<file path="src/rtl/neuron_scan.sv">
// Timestep sweep sequencer: reads each neuron's amplitudes, decays them by shift,
// and compares the membrane value (A - B) against a threshold to produce spikes.
module neuron_scan #(
  parameter int NEURON_NO = 2**8,
  parameter int AMPL_WID  = 12,
  parameter int TAU_A_SH  = 4,
  parameter int TAU_B_SH  = 2,
  localparam int IDX_W    = $clog2(NEURON_NO)
) (
  input  logic                clk,
  input  logic                reset,
  input  logic                tick,
  input  logic [AMPL_WID-1:0] threshold,
  input  logic [AMPL_WID-1:0] ampl_a,
  input  logic [AMPL_WID-1:0] ampl_b,
  output logic                re,
  output logic [IDX_W-1:0]    rd_addr,
  output logic [IDX_W-1:0]    wr_addr,
  output logic [AMPL_WID-1:0] ker_a,
  output logic [AMPL_WID-1:0] ker_b,
  output logic                ker_valid,
  output logic                sp_out,
  output logic                busy,
  output logic                done,
  output logic [IDX_W:0]      spike_cnt,
  output logic                overrun
);

  typedef enum logic [1:0] {IDLE, SCAN, DRAIN} state_t;

  state_t              state, next_state;
  logic [IDX_W-1:0]    index;
  logic                drain_cnt;
  logic                p1_valid;
  logic [IDX_W-1:0]    p1_addr;
  logic [IDX_W:0]      acc;
  logic [AMPL_WID-1:0] ka_d, kb_d;
  logic [AMPL_WID:0]   v;
  logic                fire;
  logic                start;
  logic                last_drain;

  // The done cycle still counts as busy for tick purposes even though busy is low.
  assign start      = tick && !done;
  assign last_drain = (state == DRAIN) && drain_cnt;

  always_comb begin
    next_state = state;
    re         = 1'b0;
    rd_addr    = '0;
    busy       = 1'b0;
    case (state)
      IDLE: if (start) next_state = SCAN;
      SCAN: begin
        re      = 1'b1;
        rd_addr = index;
        busy    = 1'b1;
        if (index == '1) next_state = DRAIN;
      end
      DRAIN: begin
        busy = 1'b1;
        if (drain_cnt) next_state = IDLE;
      end
      default: next_state = IDLE;
    endcase
  end

  always_comb begin
    ka_d = ampl_a - (ampl_a >> TAU_A_SH);
    kb_d = ampl_b - (ampl_b >> TAU_B_SH);
    v    = {1'b0, ka_d} - {1'b0, kb_d};
    fire = !v[AMPL_WID] && (v[AMPL_WID-1:0] >= threshold);
  end

  always_ff @(posedge clk or negedge reset) begin
    if (!reset) begin
      state     <= IDLE;
      index     <= '0;
      drain_cnt <= 1'b0;
      overrun   <= 1'b0;
    end else begin
      state <= next_state;
      if (state == IDLE && start) index <= '0;
      else if (state == SCAN)     index <= index + IDX_W'(1);
      drain_cnt <= (state == DRAIN) ? !drain_cnt : 1'b0;
      if (tick && (state != IDLE || done)) overrun <= 1'b1;
    end
  end

  always_ff @(posedge clk or negedge reset) begin
    if (!reset) begin
      p1_valid  <= 1'b0;
      p1_addr   <= '0;
      ker_valid <= 1'b0;
      wr_addr   <= '0;
      ker_a     <= '0;
      ker_b     <= '0;
      sp_out    <= 1'b0;
    end else begin
      p1_valid  <= re;
      p1_addr   <= rd_addr;
      ker_valid <= p1_valid;
      wr_addr   <= p1_valid ? p1_addr : '0;
      ker_a     <= p1_valid ? ka_d : '0;
      ker_b     <= p1_valid ? kb_d : '0;
      sp_out    <= p1_valid && fire;
    end
  end

  // The final neuron's spike is folded in directly so spike_cnt is current when done pulses.
  always_ff @(posedge clk or negedge reset) begin
    if (!reset) begin
      acc       <= '0;
      spike_cnt <= '0;
      done      <= 1'b0;
    end else begin
      done <= last_drain;
      if (last_drain) begin
        spike_cnt <= acc + (IDX_W+1)'(sp_out);
        acc       <= '0;
      end else if (sp_out) begin
        acc <= acc + (IDX_W+1)'(1);
      end
    end
  end

endmodule

</file>
<file path="config.mk">
export PLATFORM = sky130hd
export DESIGN_NAME = neuron_scan
export DESIGN_NICKNAME = d
export VERILOG_FILES = /design/src/rtl/neuron_scan.sv
export SDC_FILE = /design/constraint.sdc
export NUM_CORES = 1
export LEC_CHECK = 0
export CAP_MARGIN = 10
export CORE_ASPECT_RATIO = 0.5
export CORE_MARGIN = 2
export CORE_UTILIZATION = 32
export DETAILED_ROUTE_END_ITERATION = 7
export HOLD_SLACK_MARGIN = 0.1
export MAX_ROUTING_LAYER = met4
export PLACE_DENSITY = 0.62
export SETUP_SLACK_MARGIN = 0.1
export SLEW_MARGIN = 20
export SYNTH_ARGS = -nofsm -noshare
export SYNTH_HDL_FRONTEND = slang
export SYNTH_SLANG_ARGS = --single-unit
export TNS_END_PERCENT = 1
</file>
<file path="constraint.sdc">
create_clock -name clk -period 1.5 [get_ports clk]
set_clock_uncertainty 0.1 [all_clocks]
set_input_delay 0.3 -clock clk [delete_from_list [all_inputs] [get_ports clk]]
set_output_delay 0.3 -clock clk [all_outputs]
set_load 0.01 [all_outputs]
</file>
==> summary.txt <==
Clock network
  • H-Tree Depth: 3
  • Worst-skew pair later-pin latency: 0.34 ns
  • Root Buffer: clkbuf_16
  • CTS Sinks: 74
  • Clk buf depth: 2
  • Clock-pin slew on the worst setup and hold paths: 0.06 ns
  • CTS tree: yes
  • CTS buffer count: 9

Global route
  • Initial antenna violation count: 0
  • Congestion Overflow GR: 0
  • Vias in the first global route: about 4.4k
  • First-pass GRT wire length: 20.5 mm
  • GRT Total Usage: 16.8%
  • Pin count of the biggest net entering global routing: 46

Synthesis
  • #FFs+latches synth: 74
  • Post-synth EDFFs: 0
  • Sequential share of the synthesized area: 39.4%
  • Async SR Flop Fraction: 100%
  • Post-Syn Nets: 594
  • Distinct cells, synth: 57
  • Main synth FF type: dfrtp_1
  • Syn avg cell area: between 9 and 10 um^2
  • Synth warnings: 0
  • Mapped Cells: 503
  • Post-Syn Area: 4700 um^2

Routing
  • Drt total wl: 12.3 mm
  • DRC Markers: 0
  • WL/cell: roughly 13 um
  • Drt first pass iters: 4
  • Initial DRC count: 155
  • Routed vias/inst: 4.60
  • Post-DRT Antenna Nets: 0
  • Vias post-DR: 4395

Timing
  • Final hold vios: 0
  • Final period util: 245%
  • Final Critical Period: 3.67 ns
  • Slew Limit Fails: 0
  • Setup ws final: -2.17 ns
  • Slew HR: 67.2%
  • RSZ-0062 raised after global routing: true
  • FMAX: 0.272 GHz
  • Final hold slack: 0.188 ns
  • Setup violators final: 37
  • Least-Margin Pin Slew: 0.488 ns

Floorplanning
  • IO Pins: 94
  • DIE HEIGHT: 89.7 um
  • Initial core utilization: 32.6%
  • Die Span X: between 150 and 200 um
  • Num rows: 31
  • DIE AREA: 15700 um^2
  • Core area: 14400 um^2

Finish
  • Most frequent cells in the layout: buf_4 (146), dfrtp_1 (73), nor2_1 (52), inv_1 (36), clkdlybuf4s15_1 (35)
  • Nets: 844
  • Area Growth Syn to Fin: 66.5%
  • Most common cell after layout, fill and taps aside: buf_4
  • Antenna cells: 0
  • Utilization after layout: 54.3%
  • Final Cell Area: between 7000 and 8000 um^2
  • Final Non-Filler Cells: 956
  • Share of layout cells above drive strength 1: 39.8%
  • Fillers: 1279

Setup path
  • WP data arrival: between 3 and 4 ns
  • Worst Path Required: about 1.7 ns
  • Most used cell, CP: a211oi_2
  • CP peak stage delay: roughly 0.38 ns
  • Worst Setup End Kind: flip-flop
  • WS Path Type: input port to flip-flop
  • Crit-path cells: buf_8, inv_12, ha_4, inv_2, fa_2, xor2_2, ha_4, o21a_1, o31a_1, or3b_4, mux2i_2, o211ai_1, a211oi_2, o21ai_1, xnor2_1, ha_1, nand2_1, a211oi_2, a21oi_2, a211oi_2
  • Crit path launch type: input port
  • Critical path peak fanout: 2
  • Slowest CP cell: or3b_4
  • R2R Setup Slk: -0.19 ns
  • Buffers and inverters on the worst path: 3
  • CP top delay family: compound AO/OA/AOI/OAI gates

Status
  • Failing checks: negative setup slack
  • Status: finished, violations left

Hold path
  • HP Class: input port to flip-flop

Placed design
  • Cells after DPL: slightly above 900
  • Final RePlAce weighted congestion: 0.848
  • DP Area: 6960 um^2
  • DPL Wire Length: between 9 and 10 mm
  • Port Buffer Count: 93

Power
  • Total power: between 0.01 and 0.015 W
  • Static Leak: 3.76 nW
  • Power Dens Cells: 1280 nW/um^2
  • Worst vdd ir: 565 uV

Flow run
  • Maxcap violations: 0
==> path summary, 6_finish.rpt <==
kind / from / depth (start not counted) / end
worst max-delay path: ampl_a[0] / 20 / sp_out$_DFF_PN0_
min in group asynchronous: reset / 2 / p1_addr[6]$_DFF_PN0_
max in group asynchronous: reset / 3 / ker_a[3]$_DFF_PN0_
worst min register to register: drain_cnt$_DFF_PN0_ / 1 / drain_cnt$_DFF_PN0_
worst max register to register: state[1]$_DFFE_PN0P_ / 10 / index[7]$_DFFE_PN0P_
worst min-delay path: ampl_a[4] / 3 / ker_a[0]$_DFF_PN0_
==> synthesized netlist by cell type (5+ instances only) <==
cell	count	area, um^2
o21ai_0	27	135
inv_1	55	206
xor2_1	20	175
xnor2_1	26	228
nor3_1	8	40.0
or3_1	5	31.3
nand3_1	9	45.0
nand2_1	19	71.3
nand4_1	9	56.3
clkbuf_1	9	33.8
nor2b_1	6	37.5
dfrtp_1	74	1850
and2_1	21	131
nor2_1	61	229
a211oi_1	6	45.0
a21oi_1	29	145
ha_1	49	613
nand2b_1	10	62.6
==> power by group <==
group	internal (W)	leakage, nW	switching [W]
Combinational	0.00281	2.64	0.00250
Clock	0.00111	0.131	0.000835
Sequential	0.00248	0.989	0.000264
Total	0.00640	3.76	0.00360
==> stage by stage <==
stage / worst slack (ns) / TNS [ns]
after floorplan: -2.28 / -8.74
after global placement: -2.97 / -29.03
after detailed placement: -3.04 / -29.84
after CTS: -2.14 / -14.89
after global routing: -2.37 / -16.58
final: -2.17 / -13.10
==> layout make-up <==
type                    instances  area [um^2]  share of cell area [%]
multi-input cells             363         3150                    40.3
well taps                     198          248                    3.17
flip-flops and latches         74         1850                    23.7
repair buffers                249         2070                    26.5
clock buffers                   9          225                    2.88
clock inverters                 7         43.8                   0.560
inverters                      56          225                    2.88
==> worst reg2reg max path, delay by kind of cell, from the launching register on <==
family	cells	cell delay (ns)
buf+inv	3	0.30
simple gates	5	0.50
flops	1	0.39
xor+xnor	1	0.15
fa+ha+maj	1	0.14
==> sequential cells by signal (all words and copies together), names as in the netlist <==
signal	count
acc	9
done	1
drain_cnt	1
index	8
ker_a	12
ker_b	12
ker_valid	1
overrun	1
p1_addr	8
p1_valid	1
sp_out	1
spike_cnt	9
state	2
wr_addr	8
==> logic make-up after synthesis <==
kind of cell    share of synthesized area, %
simple gates                            17.3
compound gates                          13.7
flops                                   39.4
buf+inv                                 5.30
fa+ha+maj                               14.3
xor+xnor                                8.58
mux                                     1.33
==> routing by layer <==
metal	track usage, %	routed length (um)	part of all wire [%]	vias up
met5	-	0	0	-
met4	3.94	117	0.95	0
met2	28.8	6100	50	60
met3	2.86	360	2.9	11
li1	-	-	-	2217
met1	21.1	5720	46	2107
==> what timing repair did <==
item / 4_1_cts / 5_1_grt
hold buffers: 1 / 0
hold endpoints to repair: 74 / 0
setup buffers: 8 / 5
setup endpoints to repair: 107 / 84
pin swaps: 49 / 43
cloned: 0 / 0
resized for setup: 199 / 92
Note: power is estimated with default switching activity, not from simulation.
==> patch 1: new RTL, config.mk and constraints unchanged <==
`AMPL_WID`: 12 -> 18.
--- a/src/rtl/neuron_scan.sv
+++ b/src/rtl/neuron_scan.sv
@@ -2,7 +2,7 @@
 // and compares the membrane value (A - B) against a threshold to produce spikes.
 module neuron_scan #(
   parameter int NEURON_NO = 2**8,
-  parameter int AMPL_WID  = 12,
+  parameter int AMPL_WID  = 18,
   parameter int TAU_A_SH  = 4,
   parameter int TAU_B_SH  = 2,
   localparam int IDX_W    = $clog2(NEURON_NO)
Interface: changed (5 resized); port bits go from 94 to 124. No check against the original RTL was run, so the function may have changed too.
==> patch 1 against the original RTL <==
The run still ends with setup timing left. Synthesized area is 26% higher. Highest routed layer unchanged. Total power up 25%. Sequential cell count increased by 12. Final area increased by 27%. Setup slack worse by 0.58 ns. First-iteration DRC count is 21% lower. Hold slack worse by 0.069 ns. Wire length grew 37%.
==> patch 1: results (changes against the original RTL) <==
sw power=4.694 mW (+30%); Avg WL per Cell=14.08 um (+9.5%); Setup Buffers After CTS=9 (+1); critical path fanouts, max=3 (+1); met1 WL=7.584 mm (+33%); Critical Path Source=ampl_a[5]; Worst-Skew Late Latency=0.34 ns (about the same); first-pass GRT wire length=28.11 mm (+37%); met2 WL post-DR=8.596 mm (+41%); synth top area cells=dfrtp_1 (36%), ha_1 (15%), xnor2_1 (4.9%); share of cells above drive strength 1=38.51% (-1.3 points); Initial DRT Pass Iterations=6 (+2); Place WS=-3.715 ns (-0.6724 ns); mux contribution to synthesized area=0.8850% (-0.45 points); met3 WL=302 um (-16%); worst setup path end=sp_out; Pleak=4.888 nW (+30%); failing checks=setup timing; cts repair resizes=336 (+69%); gpl congestion=0.8654 (+2.1%); Final HPWL DP=12.66 mm (+34%); DR vias/cell=4.742 (+3.1%); Synth Area in Adders=16.39% (+2.1 points); Data arrival, critical path=4.38 ns (+0.55 ns); Max Used Layer=met4; # fillers=1631 (+28%); XOR/XNOR Fraction of Synth Area=8.681% (+0.10 points); synth unique cells=53 (-7.0%); vias in the first global route=5969 (+34%); biggest regs=ker_a x18, ker_b x18; GRT Util Overall=18.34% (+1.6 points); normalized max-slew margin=75.65% (+8.5 points); Pint=7.830 mW (+22%); nets=1081 (+28%); register area share after synthesis=36.24% (-3.2 points); Power Clock=2.26 mW (+16%); Commonest cells post-synth=dfrtp_1 (86), ha_1 (73), nor2_1 (72), inv_1 (69), a21oi_1 (46); fin worst setup slack=-2.756 ns (-0.5822 ns); Syn Nets=774 (+30%); Final min period=4.256 ns (+0.5822 ns); largest net degree at the start of global routing=49 (+6.5%); # setup viols final=45 (+22%); status=complete, but fails checks; combinational power=7.07 mW (+33%); total negative setup slack=-21.37 ns (-8.272 ns)
-- patch 1: cell types whose count changed after synthesis, moves of 6 or more --
cell,before,now
a21oi_1,29,46
dfrtp_1,74,86
ha_1,49,73
nand3_1,9,15
nor2_1,61,72
a21o_1,4,19
inv_1,55,69
o21a_1,4,12
xnor2_1,26,33
and2_1,21,31
o21bai_1,0,7
-- patch 1: worst max-delay path: stages --
cell and delay, ns:
buf_12 0.11, inv_12 0.04, ha_4 0.18, nor2b_4 0.12, o31a_1 0.30, o21ai_2 0.19, a21boi_2 0.09, o21ai_1 0.16
nand2b_1 0.09, a21o_1 0.17, a21oi_2 0.16, xnor2_2 0.15, ha_1 0.27, a21o_1 0.21, a21o_1 0.17, o31a_1 0.10
o41a_1 0.15, a31oi_4 0.22, buf_4 0.15, o211ai_2 0.09, a21oi_1 0.14, ha_2 0.29, o21ai_2 0.11, nand2b_1 0.07
a311oi_2 0.27, nor3_2 0.07
-- patch 1: cell type report --
cell class              instances  area [um^2]  share of cell area [%]
multi-input cells             476         4235                   42.66
repair buffers                306         2666                   26.86
flip-flops and latches         86         2152                   21.68
well taps                     240        300.3                   3.025
inverters                      69        274.0                   2.760
clock buffers                   9        225.2                   2.269
clock inverters                 7        73.82                  0.7436
-- patch 1: per-stage QoR --
step | cells | area, um^2 | utilization [%]
floorplan | 641 | 5989 | -
global placement | 1164 | 8782 | 47.98
detailed placement | 1164 | 8782 | 47.98
CTS | 1190 | 9701 | 52.99
global route | 1193 | 9927 | 54.23
finish | 1193 | 9927 | 54.23
-- patch 1: metal layers --
| metal | GRT usage [%] | vias to the layer above |
|---|---|---|
| met2 | 33.69 | 77 |
| met4 | 4.627 | 0 |
| met3 | 1.983 | 28 |
| met1 | 21.71 | 2736 |
| met5 | - | - |
| li1 | - | 2816 |
==> patch 2: new RTL, same settings <==
Without the edit above. Encoding of `state_t`: now one-hot (3 bits for 3 states).
--- a/src/rtl/neuron_scan.sv
+++ b/src/rtl/neuron_scan.sv
@@ -26,7 +26,7 @@
   output logic                overrun
 );
 
-  typedef enum logic [1:0] {IDLE, SCAN, DRAIN} state_t;
+  typedef enum logic [2:0] {IDLE = 3'b001, SCAN = 3'b010, DRAIN = 3'b100} state_t;
 
   state_t              state, next_state;
   logic [IDX_W-1:0]    index;
Formal check against the unedited RTL: same outputs for any inputs over 10 cycles, from zero or initial values and one cycle with reset low; not proved beyond that.
==> patch 2 against the original RTL <==
The flow still finishes with violations (setup timing). Fmax shrank 8.2%. Synthesized area grew 3.3%. Setup slack lost 0.33 ns. Non-clock buffer count grew 6. Clock power grew 14%. Synthesized cell count grew 1.6%. Final area grew 4.0%. Wire length grew 9.2%. Via count grew 4.1%. Largest cell class unchanged. Total power shrank 8.9%. Sequential cell count grew 1.
==> patch 2: results (changes against the original RTL) <==
FF-to-FF Start=state[0]; nets=853 (+1.1%); Pint=5.997 mW (-6.3%); worst reg2reg setup slack=-0.14 ns (+0.05 ns); register area share after synthesis=38.74% (-0.70 points); combinational power=4.54 mW (-15%); reg2reg end=index[7]; inverters=49 (-13%); largest net degree at the start of global routing=22 (-52%); share of cells above drive strength 1=42.47% (+2.6 points); Pleak=4.038 nW (+7.3%); # setup viols final=39 (+5.4%); maximum vdd ir drop=0.0005258 V (-7.0%); fin worst setup slack=-2.502 ns (-0.3288 ns); status=complete, but fails checks; Critical Path Source=ampl_a[0]; Setup Buffers After CTS=12 (+4); Commonest cells post-synth=dfrtp_1 (74), nor2_1 (65), inv_1 (48), ha_1 (46), a21oi_1 (28); DR iter-0 viols=130 (-16%); critical path fanouts, max=3 (+1); Logic pwr share=49.8% (-3.3 points); initial antenna violation count=0 (unchanged); Final HPWL DP=10.07 mm (+6.5%); vias in the first global route=4714 (+6.2%); Placed Area=7141 um^2 (+2.6%); DR vias/cell=4.726 (+2.8%); Core ar.=14620 um^2 (+1.6%); register share of the cell area=23.11% (-0.59 points); slowest cell delay on critical path=0.54 ns (+0.16 ns); cts repair resizes=260 (+31%); gpl congestion=0.8687 (+2.5%); non-clock buffer count=255 (+2.4%); synth unique cells=64 (+12%); Placed Cells=935 (+0.97%); Mean Syn Cell Area=9.488 um^2 (+1.6%); first-pass GRT wire length=22.14 mm (+8.3%); clock network share of area=3.801% (+0.36 points); seq_cells=75 (+1.4%); area of the multi-input gates=3369 um^2 (+6.9%); GRT Util Overall=17.40% (+0.61 points); worst hold stages=3 (unchanged); synth top area cells=dfrtp_1 (38%), ha_1 (12%), nor2_1 (5.0%); normalized max-slew margin=69.89% (+2.7 points); multi-input gates=375 (+3.3%); Non-Clock Buffer Area Fraction=26.15% (-0.35 points); total negative setup slack=-11.67 ns (+1.425 ns); Antenna Cells=0 (unchanged); failing checks=setup timing; critical path's slowest cell=or4_4; worst hold slack=0.1764 ns (-0.01143 ns); Worst path top cell family by delay=simple AND/OR/NAND/NOR gates; R2R depth=8 (-2); Avg WL per Cell=13.86 um (+7.8%); # fillers=1292 (+1.0%); Area Overhead vs Synth=67.69%; Data arrival, critical path=4.12 ns (+0.29 ns); Place WS=-3.371 ns (-0.3282 ns); final cell count without fillers=968 (+1.3%); Seq power=2.35 mW (-15%); Syn Nets=599 (+0.84%)
==> patch 2: cell types whose count changed after synthesis, moves of 4 or more <==
cell,change
o211ai_1,-4
nor3_1,-4
inv_1,-7
nand3_1,+5
nor2_1,+4
nand2b_1,-7
nand3b_1,+5
o21ai_0,-12
a21o_1,+6
==> patch 2: logic make-up (layout without fill, tap and decap cells) <==
logic type                 after synthesis  in the layout  synth area share [%]
AOI/OAI and AO/OA                       91             91                 12.75
xor gates and xnor gates                47             47                 9.213
adders and majority gates               49             49                 13.11
buffers and inverters                   61            320                 4.748
DFF                                     75             75                 38.74
muxes                                    8              8                 1.781
and+or+nand+nor                        180            180                 19.66
==> patch 2: routing by layer <==
metal | global-route usage, % | part of all wire, % | up-vias
met5 | - | 0 | -
met4 | 4.303 | 1.8 | 0
met3 | 2.764 | 2.6 | 18
met2 | 29.65 | 50 | 60
met1 | 21.63 | 46 | 2224
li1 | - | - | 2273
